### src/rtl/dmux_pkg.sv
// dmux_pkg: arbiter state encoding and defaults shared with the dmux sender
package dmux_pkg;
    typedef enum logic [1:0] {
        IDLE  = 2'd0,
        ISSUE = 2'd1,
        GAP   = 2'd2
    } state_e;
    localparam int DMUX_DATA_W  = 8;
    localparam int DMUX_MIN_GAP = 6;
endpackage

### src/rtl/dmux_rr_pick.sv
// dmux_rr_pick: combinational rotating-priority picker, first request at or after start wins
module dmux_rr_pick #(
    parameter  int N  = 4,
    localparam int IW = $clog2(N)
) (
    input  logic [N-1:0]  req,
    input  logic [IW-1:0] start,
    output logic [N-1:0]  grant,
    output logic [IW-1:0] idx,
    output logic          any
);
    logic [N-1:0] rot;
    logic [IW:0]  sum;
    // rotate so start sits at bit 0, then take the lowest set bit and map it back
    always_comb begin
        rot   = N'({req, req} >> start);
        sum   = '0;
        grant = '0;
        idx   = '0;
        any   = |req;
        for (int k = N - 1; k >= 0; k--) begin
            sum = {1'b0, start} + (IW + 1)'(k);
            if (rot[k]) idx = IW'(sum >= (IW + 1)'(N) ? sum - (IW + 1)'(N) : sum);
        end
        grant[idx] = any;
    end
endmodule

### src/rtl/dmux_tx_arbiter.sv
// dmux_tx_arbiter: shares one dmux CDC sender among requesters; DMUX_ARB_FIXED_PRIO_EN selects fixed priority
module dmux_tx_arbiter
    import dmux_pkg::*;
#(
    parameter  int NUM_REQ = 4,
    parameter  int DATA_W  = DMUX_DATA_W,
    parameter  int MIN_GAP = DMUX_MIN_GAP,
    localparam int IW      = $clog2(NUM_REQ),
    localparam int GW      = (MIN_GAP > 1) ? $clog2(MIN_GAP) : 1
) (
    input  logic                      clk_a,
    input  logic                      rst,
    input  logic [NUM_REQ-1:0]        req_valid,
    input  logic [NUM_REQ*DATA_W-1:0] req_data,
    output logic [NUM_REQ-1:0]        req_ready,
    output logic [DATA_W-1:0]         dmux_data,
    output logic                      dmux_valid,
    output logic [IW-1:0]             dmux_src,
    output logic                      busy
);
    if (MIN_GAP < 1) begin : g_bad_gap
        $error("dmux_tx_arbiter: MIN_GAP must be at least 1");
    end

    state_e               state, state_nx;
    logic [IW-1:0]        rr_ptr, pick_start, pick_idx, ptr_nx;
    logic [NUM_REQ-1:0]   pick_grant;
    logic                 pick_any, accept;
    logic [GW-1:0]        gap_cnt;

`ifdef DMUX_ARB_FIXED_PRIO_EN
    assign pick_start = '0;
    assign ptr_nx     = '0;
`else
    assign pick_start = rr_ptr;
    assign ptr_nx     = (pick_idx == IW'(NUM_REQ - 1)) ? '0 : pick_idx + 1'b1;
`endif

    dmux_rr_pick #(.N(NUM_REQ)) u_pick (
        .req   (req_valid),
        .start (pick_start),
        .grant (pick_grant),
        .idx   (pick_idx),
        .any   (pick_any)
    );

    assign busy = (state != IDLE);

    // next state and the single-cycle accept strobe, which only exists in IDLE outside reset
    always_comb begin
        state_nx  = state;
        accept    = 1'b0;
        case (state)
            IDLE: begin
                accept   = pick_any && !rst;
                state_nx = pick_any ? ISSUE : IDLE;
            end
            ISSUE:   state_nx = GAP;
            GAP:     state_nx = (gap_cnt == '0) ? IDLE : GAP;
            default: state_nx = IDLE;
        endcase
        req_ready = accept ? pick_grant : '0;
    end

    // state, captured word/source, pointer and quiet-window counter
    always_ff @(posedge clk_a) begin
        if (rst) begin
            state      <= IDLE;
            rr_ptr     <= '0;
            gap_cnt    <= '0;
            dmux_data  <= '0;
            dmux_src   <= '0;
            dmux_valid <= 1'b0;
        end else begin
            state      <= state_nx;
            dmux_valid <= (state_nx == ISSUE);
            if (accept) begin
                dmux_data <= req_data[int'(pick_idx)*DATA_W +: DATA_W];
                dmux_src  <= pick_idx;
                rr_ptr    <= ptr_nx;
            end
            if (state == ISSUE) gap_cnt <= GW'(MIN_GAP - 1);
            else if (state == GAP && gap_cnt != '0) gap_cnt <= gap_cnt - 1'b1;
        end
    end
endmodule

### config.mk
export PLATFORM = sky130hd
export DESIGN_NAME = dmux_tx_arbiter
export DESIGN_NICKNAME = d
export VERILOG_FILES = /design/src/rtl/dmux_pkg.sv /design/src/rtl/dmux_rr_pick.sv /design/src/rtl/dmux_tx_arbiter.sv
export SDC_FILE = /design/constraint.sdc
export NUM_CORES = 1
export LEC_CHECK = 0
export BUFFER_PORTS_ARGS = -buffer_cell sky130_fd_sc_hd__buf_2
export CAP_MARGIN = 25
export CORE_MARGIN = 1
export CORE_UTILIZATION = 48
export CTS_BUF_LIST = sky130_fd_sc_hd__clkbuf_8
export DETAILED_ROUTE_END_ITERATION = 10
export PLACE_DENSITY = 0.82
export SYNTH_ARGS = -nofsm -noshare
export SYNTH_HDL_FRONTEND = slang
export SYNTH_SLANG_ARGS = --single-unit
### constraint.sdc
create_clock -name clk_a -period 2 [get_ports clk_a]
set_input_delay 0.1 -clock clk_a [delete_from_list [all_inputs] [get_ports clk_a]]
set_output_delay 0.1 -clock clk_a [all_outputs]
set_load 0.05 [all_outputs]
After elaboration in Yosys (flattened, before gate mapping)

Index checks and enable logic that the tools add are counted.

Register bits: 18
Output and inout bits: 16
Logic and storage cells: 58

Add/subtract/negate cells: 9
$lt $le $gt $ge: 6
Equal/unequal tests: 4
Shift operators: 2
Multiplexer cells: 18
Bitwise gates (word level): 1
Reductions and logical operators: 11

Operators by type and width:

| cell                                                | count |
|---|---|
| variable part select 32 x 6 -> 8 bit                | 1 |
| 2-to-1 mux 2 bit                                    | 10 |
| >= comparator 3 bit, second input constant          | 3 |
| >> shifter 8 x 2 -> 4 bit                           | 1 |
| subtractor 2 x 1 -> 2 bit, second input constant    | 4 |
| adder 2 x 2 -> 3 bit, second input constant         | 2 |
| 2-to-1 mux 3 bit                                    | 2 |
| case mux 2 bit (3 select lines)                     | 1 |
| bitwise AND 4 bit                                   | 1 |
| equality test 2 x 1 -> 1 bit, second input constant | 2 |
| equality test 2 bit, second input constant          | 2 |
| 2-to-1 mux 4 bit                                    | 1 |
| nonzero test 2 bit                                  | 2 |
| OR reduction 4 bit                                  | 1 |
| adder 2 x 1 -> 3 bit, second input constant         | 1 |
| >= comparator 2 x 3 -> 1 bit, second input constant | 1 |
| logical AND 1 bit                                   | 3 |
| zero test 3 bit                                     | 1 |
| < comparator 2 x 3 -> 1 bit, second input constant  | 1 |
| 2-to-1 mux 1 bit                                    | 3 |
| nonzero test 3 bit                                  | 1 |
| subtractor 3 x 1 -> 3 bit, second input constant    | 1 |
| adder 2 x 1 -> 2 bit, second input constant         | 1 |
| demux 1 bit (select 2 bit)                          | 1 |
| other kinds (4)                                     | 4 |

Logic depth before layout (Yosys ltp)

Gate-level depths: netlist of the first run.

Depth in word-level cells: 13
Gate-level depth with buffers: 8
Gate-level depth less buffers: 8

By module

Synthesis of the first run repeated with hierarchy kept, for this count alone.

Cells, all modules: 131
Area total of the unflattened synthesis: 1,113.6 um^2

By module, submodules not included:

| module          | times used | cells each | area an instance (um^2) |
|---|---|---|---|
| dmux_tx_arbiter | 1          | 99         | 934.6 |
| dmux_rr_pick    | 1          | 32         | 178.9 |

Worst setup path before layout of the first run

No wires, ideal clock.

Kind: flip-flop to output port
From: register state[1]
To: output port req_ready[0]
Arrival: 2.594 ns
Setup slack: -0.694 ns
Cell stages (with the launch flop): 6
Buffers on the path: 2
Path through: dfxtp_1 -> clkbuf_1 -> or2_1 -> or3_1 -> clkbuf_1 -> nor3_1

Word-level cells in the longest chain between the ends: 3

RTL lines:

| element                | RTL line              | text |
|---|---|---|
| from (decl)            | dmux_tx_arbiter.sv:25 | `state_e state, state_nx;` |
| from (signal assigned) | dmux_tx_arbiter.sv:75 | `state <= state_nx;` |
| zero test 2 bit        | dmux_tx_arbiter.sv:53 | `case (state)` |
| 2-to-1 mux 1 bit       | dmux_tx_arbiter.sv:53 |  |
| 2-to-1 mux 4 bit       | dmux_tx_arbiter.sv:62 | `req_ready = accept ? pick_grant : '0;` |
| to (decl)              | dmux_tx_arbiter.sv:15 | `output logic [NUM_REQ-1:0] req_ready,` |

Every way passes these cells.

Worst setup path after layout of the first run

From: register rr_ptr[0] (netlist: pick_start[0])
To: output port req_ready[3]

Word-level cells in the longest chain between the ends: 13
Elaborated cells on any way between the ends: 27

RTL lines:

| element                                                                                           | RTL line              | text |
|---|---|---|
| from (decl)                                                                                       | dmux_tx_arbiter.sv:26 | `logic [IW-1:0] rr_ptr, pick_start, pick_idx, ptr_nx;` |
| from (signal assigned)                                                                            | dmux_tx_arbiter.sv:80 | `rr_ptr <= ptr_nx;` |
| adder 2 x 2 -> 3 bit                                                                              | dmux_rr_pick.sv:22    | `sum = {1'b0, start} + (IW + 1)'(k);` |
| >= comparator 3 bit or subtractor 2 x 1 -> 2 bit (tied branches)                                  | dmux_rr_pick.sv:23    | `if (rot[k]) idx = IW'(sum >= (IW + 1)'(N) ? sum - (IW + 1)'(N) : sum);` |
| 2-to-1 mux 2 bit (4 in a row)                                                                     | dmux_rr_pick.sv:23    |  |
| 2-to-1 mux 2 bit (*)                                                                              | dmux_rr_pick.sv:23    |  |
| < comparator 2 x 3 -> 1 bit (implied by the code) or >= comparator 2 x 1 -> 1 bit (tied branches) | dmux_rr_pick.sv:25    | `grant[idx] = any;` |
| logical AND 1 bit (implied by the code)                                                           | dmux_rr_pick.sv:25    |  |
| 2-to-1 mux 1 bit (implied by the code)                                                            | dmux_rr_pick.sv:25    |  |
| demux 1 bit (select 2 bit) (*)                                                                    | n/a                   |  |
| bitwise AND 4 bit (no source line) (*)                                                            | n/a                   |  |
| 2-to-1 mux 4 bit (*)                                                                              | dmux_tx_arbiter.sv:62 |  |

Mark *: on every way between the ends. The rest lies on a longest branch, timed or not.

==> impl_metrics.yaml, run 1 <==
synth:
  synthXorXnorAreaFrac_pct: 0
  synthMuxAreaShare_pct: 1.708
  netlist.area_leader.share_pct: 30.74
  synth_ff_type: "dfxtp_1"
  syn-num-nets: 178
  yosysSeqAreaShare_pct: 30.74
  synthAdderAreaFrac_pct: 3.202
  ys.warnings.count: 0
  ys_types: 29
  synth_edf_count: 0
  synth_area_um2: 1172
  synth_seq_cells: 18
  synthCells: 137
  synth.cells.most_frequent: "dfxtp_1, nand2_1, nor2_1, a211oi_2"
  synth_top_family_by_area: "simple AND/OR/NAND/NOR gates"
  synthSimpleGateAreaFrac_pct: 30.10
  synth_area_per_cell_um2: 8.557
  synth_compound_area_share_pct: 25.93
  post_synth_main_area_contributors: "dfxtp_1, a211oi_2, and3_4"
  yosysMostFrequentCell: "dfxtp_1"
  yosys.area.top_type: "dfxtp_1"
  async_reset_ff_share_pct: 0
power_and_ir_drop:
  power.density_nw_per_um2: 957.7
  power_mw: 1.529
  ir_drop_mv: 0.5727
  leakage_nw: 0.7498
grt:
  overflow: 0
  grt_max_degree: 15
  grt_usage_pct: 25.76
  grt_pass1_vias: 1240
  grt_pass1_wl_mm: 5.112
  antenna_found_initial: 0
drt:
  drt-pass1-iter-count: 4
  antenna_left: 0
  viasPerCell: 5.538
  dr_total_vias: 1224
  drt_iter0_drc: 21
  drt-total-wl_mm: 3.058
  drc: 0
  routedWlPerCell_um: 13.84
floorplan:
  die_area_um2: 2644
  core-area_um2: 2255
  die_h_um: 51.42
  boundaryPins: 54
  rows: 17
  dieWidth_um: 51.42
  start_util_pct: 52.00
clock_tree:
  clk_latency_ns: 0.26
  cts.sinks: 18
  cts_tree: "built"
  cts-root-buf: "clkbuf_8"
  hold_buffers: 0
  htree_num_levels: 1
  cts_max_path_buffers: 2
  cts_buffers: 3
  path_clk_slew_ns: 0.07
timing:
  fin_worst_skew_ns: 0.007403
  fin_crit_sh_pct: 95.58
  rsz0062_at_grt: "false"
  fin_ws_ns: 0.08840
  setup_viol: 0
  hold_viol_final: 0
  setup-tns-final_ns: 0
  fmax_mhz: 523.1
  slew_headroom_pct: 65.20
  fin_crit_ns: 1.912
  drv_slew: 0
  worst_pin_slew_ns: 0.5172
worst_hold_path:
  hold_start: "rst"
  min_path_type: "input pin to flop"
place:
  gp_congestion: 0.8438
  place_inst: 216
  place_ws_ns: 0.01240
  dp_hpwl_mm: 2.322
  io_buffers: 53
worst_setup_path:
  r2r_start: "pick_start[0]"
  cp_data_arrival_time_ns: 1.81
  cp-end-kind: "primary output"
  critPathRequiredTime_ns: 1.90
  criticalPathCategory: "flop to primary output"
  path_max_fanout: 8
  startpoint: "pick_start[0]"
  cp-start-kind: "flop"
final_layout:
  fillCellCount: 175
  drive_above_1_share_pct: 49.74
  fin_cells: 221
  nets: 235
  final_util_pct: 70.81
  diodes: 0
  area_delta_synth_final_pct: 36.18
run:
  drv_cap: 0
run_status:
  status: "completed"
## where the power goes
part           internal (mW)  switching [mW]  leakage, nW
registers              0.424          0.0410        0.150
clock network          0.175           0.126       0.0288
logic                  0.283           0.481        0.572
## cells in the final DEF (no fill, tap or decap)
master    instances
nor2_1           14
nor3_4            2
a21boi_0          1
clkbuf_8          4
a211oi_2         10
nor4_1            1
buf_2            51
or3_4             1
a21oi_1           6
a211oi_1          9
buf_4            11
o21ai_0           1
or4_4             1
and3_4            8
dfxtp_1          16
ha_1              3
or4b_4            1
and2_1            1
or2_2             1
dfxtp_2           2
inv_1             7
o32ai_2           1
mux2i_1           2
nor2b_1           5
o31ai_1           8
nand2_8           1
nand2_1          14
buf_6             1
and3_1            9
or2_4             1
## worst max-delay path, cell delays in order, from the launching register on
cell and delay [ns]:
dfxtp_2 0.34, nor2b_1 0.07, or4b_4 0.59, nand2_8 0.13, ha_1 0.14, and2_1 0.13, buf_6 0.16
## stage by stage
| step | cell area [µm²] | hold slack [ns] |
|---|---|---|
| floorplan | 1199 | 0.3278 |
| global placement | 1501 | 0.3946 |
| detailed placement | 1501 | 0.3992 |
| CTS | 1580 | 0.1417 |
| global route | 1597 | 0.1695 |
| finish | 1597 | 0.1402 |
## registers in the layout, summed over array words and instances, names as in the netlist
| name | count |
|---|---|
| gap_cnt | 3 |
| pick_start | 2 |
| dmux_src | 2 |
| dmux_valid | 1 |
| state | 2 |
| dmux_data | 8 |
## layout make-up
| type | count | area [µm²] | share of cell area, % |
|---|---|---|---|
| multi-input combinational | 101 | 768.2 | 48.12 |
| tap | 28 | 35.03 | 2.194 |
| clock buffer | 4 | 55.05 | 3.448 |
| sequential | 18 | 362.8 | 22.73 |
| timing repair buffer | 63 | 349.1 | 21.87 |
| inverter | 7 | 26.28 | 1.646 |
## what timing repair did
| action | in CTS | in global routing |
|---|---|---|
| endpoints found under the setup margin | 4 | 2 |
| setup buffers | 0 | 1 |
| pin swaps | 2 | 2 |
| resized for setup | 5 | 5 |
| hold endpoints to repair | 0 | 0 |
## worst paths after layout
check	to	slack (ns)	cells after the start
setup / recovery	req_ready[3]	0.09	6
hold / removal	dmux_src[1]	0.14	2
setup reg to reg	dmux_data[6]	0.09	7
hold reg to reg	dmux_src[1]	0.45	2
## cell families after synthesis
family                     count (synthesis)
AOI/OAI and AO/OA                         36
DFF                                       18
muxes                                      2
adders and majority gates                  3
buffers and inverters                     18
and+or+nand+nor                           60
## metal layers
layer	track usage (%)	up-vias	share of wire [%]
li1	-	609	-
met1	28.21	560	42
met2	46.75	42	50
met3	3.274	13	4.1
met4	14.86	0	3.7
met5	0	-	0
(Power assumes the default switching activity.)
==> run 2, diff against run 1 <==
--- a/config.mk
+++ b/config.mk
@@ -7,11 +7,15 @@
 export LEC_CHECK = 0
 export BUFFER_PORTS_ARGS = -buffer_cell sky130_fd_sc_hd__buf_2
 export CAP_MARGIN = 25
+export CELL_PAD_IN_SITES_DETAIL_PLACEMENT = 1
+export CELL_PAD_IN_SITES_GLOBAL_PLACEMENT = 1
+export CORE_ASPECT_RATIO = 0.5
 export CORE_MARGIN = 1
-export CORE_UTILIZATION = 48
+export CORE_UTILIZATION = 37
 export CTS_BUF_LIST = sky130_fd_sc_hd__clkbuf_8
 export DETAILED_ROUTE_END_ITERATION = 10
-export PLACE_DENSITY = 0.82
+export PLACE_DENSITY_LB_ADDON = 0.1
+export SLEW_MARGIN = 20
 export SYNTH_ARGS = -nofsm -noshare
 export SYNTH_HDL_FRONTEND = slang
 export SYNTH_SLANG_ARGS = --single-unit
==> constraint.sdc (replaced) <==
create_clock -name clk_a -period 2.4 [get_ports clk_a]
set_input_delay 0.12 -clock clk_a [delete_from_list [all_inputs] [get_ports clk_a]]
set_output_delay 0.12 -clock clk_a [all_outputs]
set_load 0.05 [all_outputs]
==> run 2 against run 1 <==
Effect of this change: the run now ends with design-rule violations left; count of clock-buffer cells in the layout is the same; cell area down 5.5%; critical path type unchanged; hold slack improved by 0.0064 ns; highest routed layer unchanged; largest power group unchanged.
==> impl_metrics.yaml, run 2 (same netlist as run 1, synthesis figures left out) <==
drt:
  antenna_left: 0
  drt_iter0_drc: 20
  routedWlPerCell_um: 13.52
  viasPerCell: 5.154
  drt-total-wl_mm: 3.070
  drt-pass1-iter-count: 7
  drc: 1
  dr_total_vias: 1170
run_status:
  failed_checks: "design-rule violations"
  status: "complete, but fails checks"
power_and_ir_drop:
  p_int_mw: 0.6988
  switchingPower_mw: 0.5221
  power_mw: 1.221
  p_clk_share_pct: 20.4
  power.density_nw_per_um2: 809.1
  p_comb_share_pct: 47.7
  switching_share_pct: 42.76
  leakage_nw: 0.7085
  pwr-share-seq_pct: 31.8
  ir_drop_mv: 0.3718
floorplan:
  core-area_um2: 3013
  start_util_pct: 38.91
  dieWidth_um: 81.61
  die_area_um2: 3412
  boundaryPins: 54
  die_h_um: 41.81
  rows: 14
worst_setup_path:
  r2r_start: "pick_start[0]"
  r2r_cells: 6
  critPathRequiredTime_ns: 2.28
  startpoint: "state[1]"
  cp-start-kind: "flop"
  cp_data_arrival_time_ns: 2.02
  criticalPathCategory: "flop to primary output"
  r2r_end: "dmux_data[7]"
  rrSetupSlack_ns: 0.47
  cp-end-kind: "primary output"
  path_max_fanout: 12
place:
  place_inst: 223
  io_buffers: 53
  gp_congestion: 0.6880
  dp_hpwl_mm: 2.459
  place_ws_ns: 0.4647
final_layout:
  regMostFlops: "dmux_data"
  diodes: 0
  fin_cells: 227
  layout_commonest_cell: "buf_2"
  area_delta_synth_final_pct: 28.71
  top_regs: "dmux_data (8), gap_cnt (3)"
  largest_reg_flops: 8
  drive_above_1_share_pct: 43.85
  nets: 229
  most-common-layout-cells: "buf_2, dfxtp_1, nor2_1, nand2_1, a211oi_2"
timing:
  hold_ws_ns: 0.1466
  worst_pin_slew_ns: 0.5794
  hold_viol_final: 0
  drv_slew: 0
  slew_headroom_pct: 61.23
  fin_worst_skew_ns: 0.001393
  fmax_mhz: 466.8
  setup_viol: 0
  fin_ws_ns: 0.2577
  fin_crit_sh_pct: 89.26
  fin_crit_ns: 2.142
  rsz0062_at_grt: "false"
  setup-tns-final_ns: 0
clock_tree:
  cts_max_path_buffers: 2
  cts-root-buf: "clkbuf_8"
  htree_num_levels: 1
  cts_buffers: 3
  cts.sinks: 18
  path_clk_slew_ns: 0.07
  cts_tree: "built"
  hold_buffers: 0
  cts_setup_buffers: 0
  clk_latency_ns: 0.26
  post_cts_resized: 0
worst_hold_path:
  hold_start: "rst"
  min_path_type: "input pin to flop"
  hold_end: "pick_start[1]"
  whs_path_depth: 2
grt:
  grt_usage_pct: 19.87
  antenna_found_initial: 0
  grt_pass1_wl_mm: 5.057
  grt_pass1_vias: 1168
  grt_max_degree: 19
  overflow: 0
run:
  drv_cap: 0
## run 2: cell types whose count changed in the layout (fill, tap and decap cells not counted), moves of 2 or more
cell / delta
buf_2: +2
dfxtp_2: -2
nor3_1: +2
nor3_4: -2
dfxtp_1: +2
buf_4: -7
## run 2: layer usage
layer	wire length, µm	track usage [%]
met4	40	7.368
met3	188	6.154
met1	1423	24.46
met5	0	0
met2	1419	32.50
## run 2: area by class of cell
class / instances / area (µm²)
fill: 388 / 1504
clock buffer: 4 / 55.05
timing repair buffer: 57 / 295.3
multi-input combinational: 101 / 721.9
tap: 40 / 50.05
inverter: 7 / 26.28
sequential: 18 / 360.3
## run 2: worst max path at each step
stage	end	depth (start not counted)	slack [ns]
2_1_floorplan	req_ready[0]	5	-0.31
3_3_place_gp	dmux_data[0]	6	0.51
3_5_place_dp	dmux_data[2]	6	0.46
4_1_cts	req_ready[1]	5	0.23
5_1_grt	req_ready[1]	5	0.13
6_report	req_ready[1]	5	0.26
## run 2: power groups by stage
| stage | Sequential (mW) | Combinational, mW | Clock (mW) |
|---|---|---|---|
| after detailed placement | 0.396 | 0.589 | 0 |
| after global routing | 0.397 | 0.633 | 0.270 |
| after CTS | 0.390 | 0.591 | 0.254 |
| final | 0.389 | 0.583 | 0.250 |
| after global placement | 0.395 | 0.582 | 0 |
| after floorplan | 0.507 | 0.341 | 0 |
## run 2: metrics by stage
stage	util, %	instance area [µm²]
global route	50.08	1509
detailed placement	48.26	1454
CTS	50.08	1509
floorplan	-	1172
global placement	48.26	1454
finish	50.08	1509
## run 2: worst max-delay path, stage by stage (launching register included)
cell and delay [ns]:
dfxtp_1 0.37, or2_1 0.29, or3_1 0.55, inv_1 0.15, and3_1 0.16, buf_2 0.25
==> run 3, diff against run 2 <==
--- a/config.mk
+++ b/config.mk
@@ -11,11 +11,12 @@
 export CELL_PAD_IN_SITES_GLOBAL_PLACEMENT = 1
 export CORE_ASPECT_RATIO = 0.5
 export CORE_MARGIN = 1
-export CORE_UTILIZATION = 37
+export CORE_UTILIZATION = 36
 export CTS_BUF_LIST = sky130_fd_sc_hd__clkbuf_8
 export DETAILED_ROUTE_END_ITERATION = 10
 export PLACE_DENSITY_LB_ADDON = 0.1
 export SLEW_MARGIN = 20
 export SYNTH_ARGS = -nofsm -noshare
 export SYNTH_HDL_FRONTEND = slang
+export SYNTH_HIERARCHICAL = 1
 export SYNTH_SLANG_ARGS = --single-unit
==> constraint.sdc (replaced) <==
create_clock -name clk_a -period 2.4 [get_ports clk_a]
set_input_delay 0 -clock clk_a [delete_from_list [all_inputs] [get_ports clk_a]]
set_output_delay 0 -clock clk_a [all_outputs]
set_load 0.05 [all_outputs]
==> run 3 against run 2 <==
Effect of this change: the run now ends clean; hold slack got worse by 0.036 ns; sequential share of layout area increased by 0.88 points; utilization grew 2.5 points; register-to-register slack worse by 0.06 ns; synthesized cell count is 4.4% lower; flip-flop and latch count is the same; highest routed layer is now met3; clock skew up 0.0019 ns; combinational power fell by 12%.
==> impl_metrics.yaml, run 3 <==
run_status:
  status: "completed"
floorplan:
  boundaryPins: 54
  die_h_um: 41.33
  die_area_um2: 3333
  rows: 13
  start_util_pct: 40.27
  core-area_um2: 2765
  dieWidth_um: 80.66
worst_setup_path:
  critPathRequiredTime_ns: 2.40
  crit_family: "simple AND/OR/NAND/NOR gates"
  criticalPathCategory: "flop to primary output"
  path_buf_inv: 1
  startpoint: "state[0]"
  cp-end-kind: "primary output"
  crit_chain: "or3b_1 -> nor2_1 -> and2_1 -> buf_2"
  slowest_delay_ns: 0.64
  path_max_fanout: 15
  crit_slowest_cell: "or3b_1"
  cp-start-kind: "flop"
  cp_data_arrival_time_ns: 2.02
  r2r_start: "pick_start[0]"
clock_tree:
  hold_buffers: 0
  clk_latency_ns: 0.26
  htree_num_levels: 1
  cts_buffers: 3
  cts_max_path_buffers: 2
  cts-root-buf: "clkbuf_8"
  cts_tree: "built"
  cts_setup_buffers: 0
  cts.sinks: 18
  post_cts_resized: 0
  path_clk_slew_ns: 0.07
timing:
  setup_viol: 0
  slew_headroom_pct: 67.50
  drv_slew: 0
  fin_worst_skew_ns: 0.003334
  fmax_mhz: 495.7
  fin_crit_sh_pct: 84.06
  fin_crit_ns: 2.017
  fin_ws_ns: 0.3826
  rsz0062_at_grt: "false"
  setup-tns-final_ns: 0
  hold_viol_final: 0
  worst_pin_slew_ns: 0.4875
synth:
  yosys.area.top_type: "dfxtp_1"
  synthCells: 131
  synth_edf_count: 0
  synthAdderAreaFrac_pct: 3.371
  synth_area_um2: 1114
  synth.cells.most_frequent: "nand2_1, a21oi_1, dfxtp_1, nor2_1"
  yosysSeqAreaShare_pct: 32.36
  synth_compound_area_share_pct: 15.96
  synth_seq_cells: 18
  ys_types: 30
  synth_ff_type: "dfxtp_1"
  synthMuxAreaShare_pct: 18.20
  synth_area_per_cell_um2: 8.501
  syn-num-nets: 172
  netlist.area_leader.share_pct: 32.36
  synthXorXnorAreaFrac_pct: 0
  async_reset_ff_share_pct: 0
  ys.warnings.count: 6
  synth_top_family_by_area: "simple AND/OR/NAND/NOR gates"
  yosysMostFrequentCell: "nand2_1"
  post_synth_main_area_contributors: "dfxtp_1, mux4_2, nand2_1"
  synthSimpleGateAreaFrac_pct: 23.15
grt:
  overflow: 0
  antenna_found_initial: 0
  grt_usage_pct: 19.57
  grt_pass1_vias: 1029
  grt_pass1_wl_mm: 4.685
  grt_max_degree: 19
power_and_ir_drop:
  ir_drop_mv: 0.2533
  leakage_nw: 0.6670
  power.density_nw_per_um2: 796.3
run:
  drv_cap: 0
final_layout:
  drive_above_1_share_pct: 41.21
  final_util_pct: 52.62
  regMostFlops: "dmux_data"
  diodes: 0
  nets: 224
  area_delta_synth_final_pct: 30.67
  layout_commonest_cell: "buf_2"
  fillCellCount: 362
  largest_reg_flops: 8
  top_regs: "dmux_data (8), gap_cnt (3)"
  most-common-layout-cells: "buf_2, nand2_1, a21oi_1, dfxtp_1, nor2_1"
drt:
  drt-pass1-iter-count: 4
  antenna_left: 0
  wl_met1_mm: 1.429
  drc: 0
  viasPerCell: 5.119
  highest_layer: "met3"
  wl_met3_um: 229
  dr_total_vias: 1121
  routedWlPerCell_um: 13.93
  drt-total-wl_mm: 3.050
  wl_met2_mm: 1.390
  drt_iter0_drc: 23
worst_hold_path:
  hold_start: "rst"
  min_path_type: "input pin to flop"
place:
  gp_congestion: 0.8370
  place_ws_ns: 0.4072
  io_buffers: 53
  dp_hpwl_mm: 2.358
==> run 3: cells by family after synthesis <==
family	Yosys count
buffers and inverters	17
AOI/OAI and AO/OA	29
DFF	18
muxes	10
and+or+nand+nor	54
adders and majority gates	3
==> run 3: final timing paths <==
kind             endpoint  slack, ns  depth (start not counted)
min reg2reg   dmux_src[1]       0.46                          2
min              state[1]       0.11                          2
max reg2reg  dmux_data[4]       0.41                          7
max          req_ready[1]       0.38                          4
==> run 3: metal layers <==
metal	up-vias	GRT usage, %
met5	-	0
met4	0	2.679
met3	0	6.087
met2	53	34.96
met1	512	24.74
li1	556	-
==> run 3: area by class of cell <==
cell class | instances | area [µm²] | area share (%)
multi-input cells | 96 | 675.6 | 46.43
flip-flops and latches | 18 | 360.3 | 24.76
repair buffers | 56 | 287.8 | 19.78
clock buffers | 4 | 55.05 | 3.783
well taps | 37 | 46.29 | 3.181
inverters | 8 | 30.03 | 2.064
==> run 3: per-stage QoR <==
stage	hold WS, ns	area, µm²	total power, mW	cells
floorplan	0.2111	1114	0.7870	131
global placement	0.3770	1400	0.8992	215
detailed placement	0.3819	1400	0.9141	215
CTS	0.1070	1455	1.177	219
global route	0.1413	1455	1.234	219
finish	0.1110	1455	1.159	219
==> run 3: where the power goes <==
part	internal, mW	switching (mW)
Sequential	0.346	0.0439
Clock	0.146	0.108
Combinational	0.202	0.312
Total	0.694	0.465
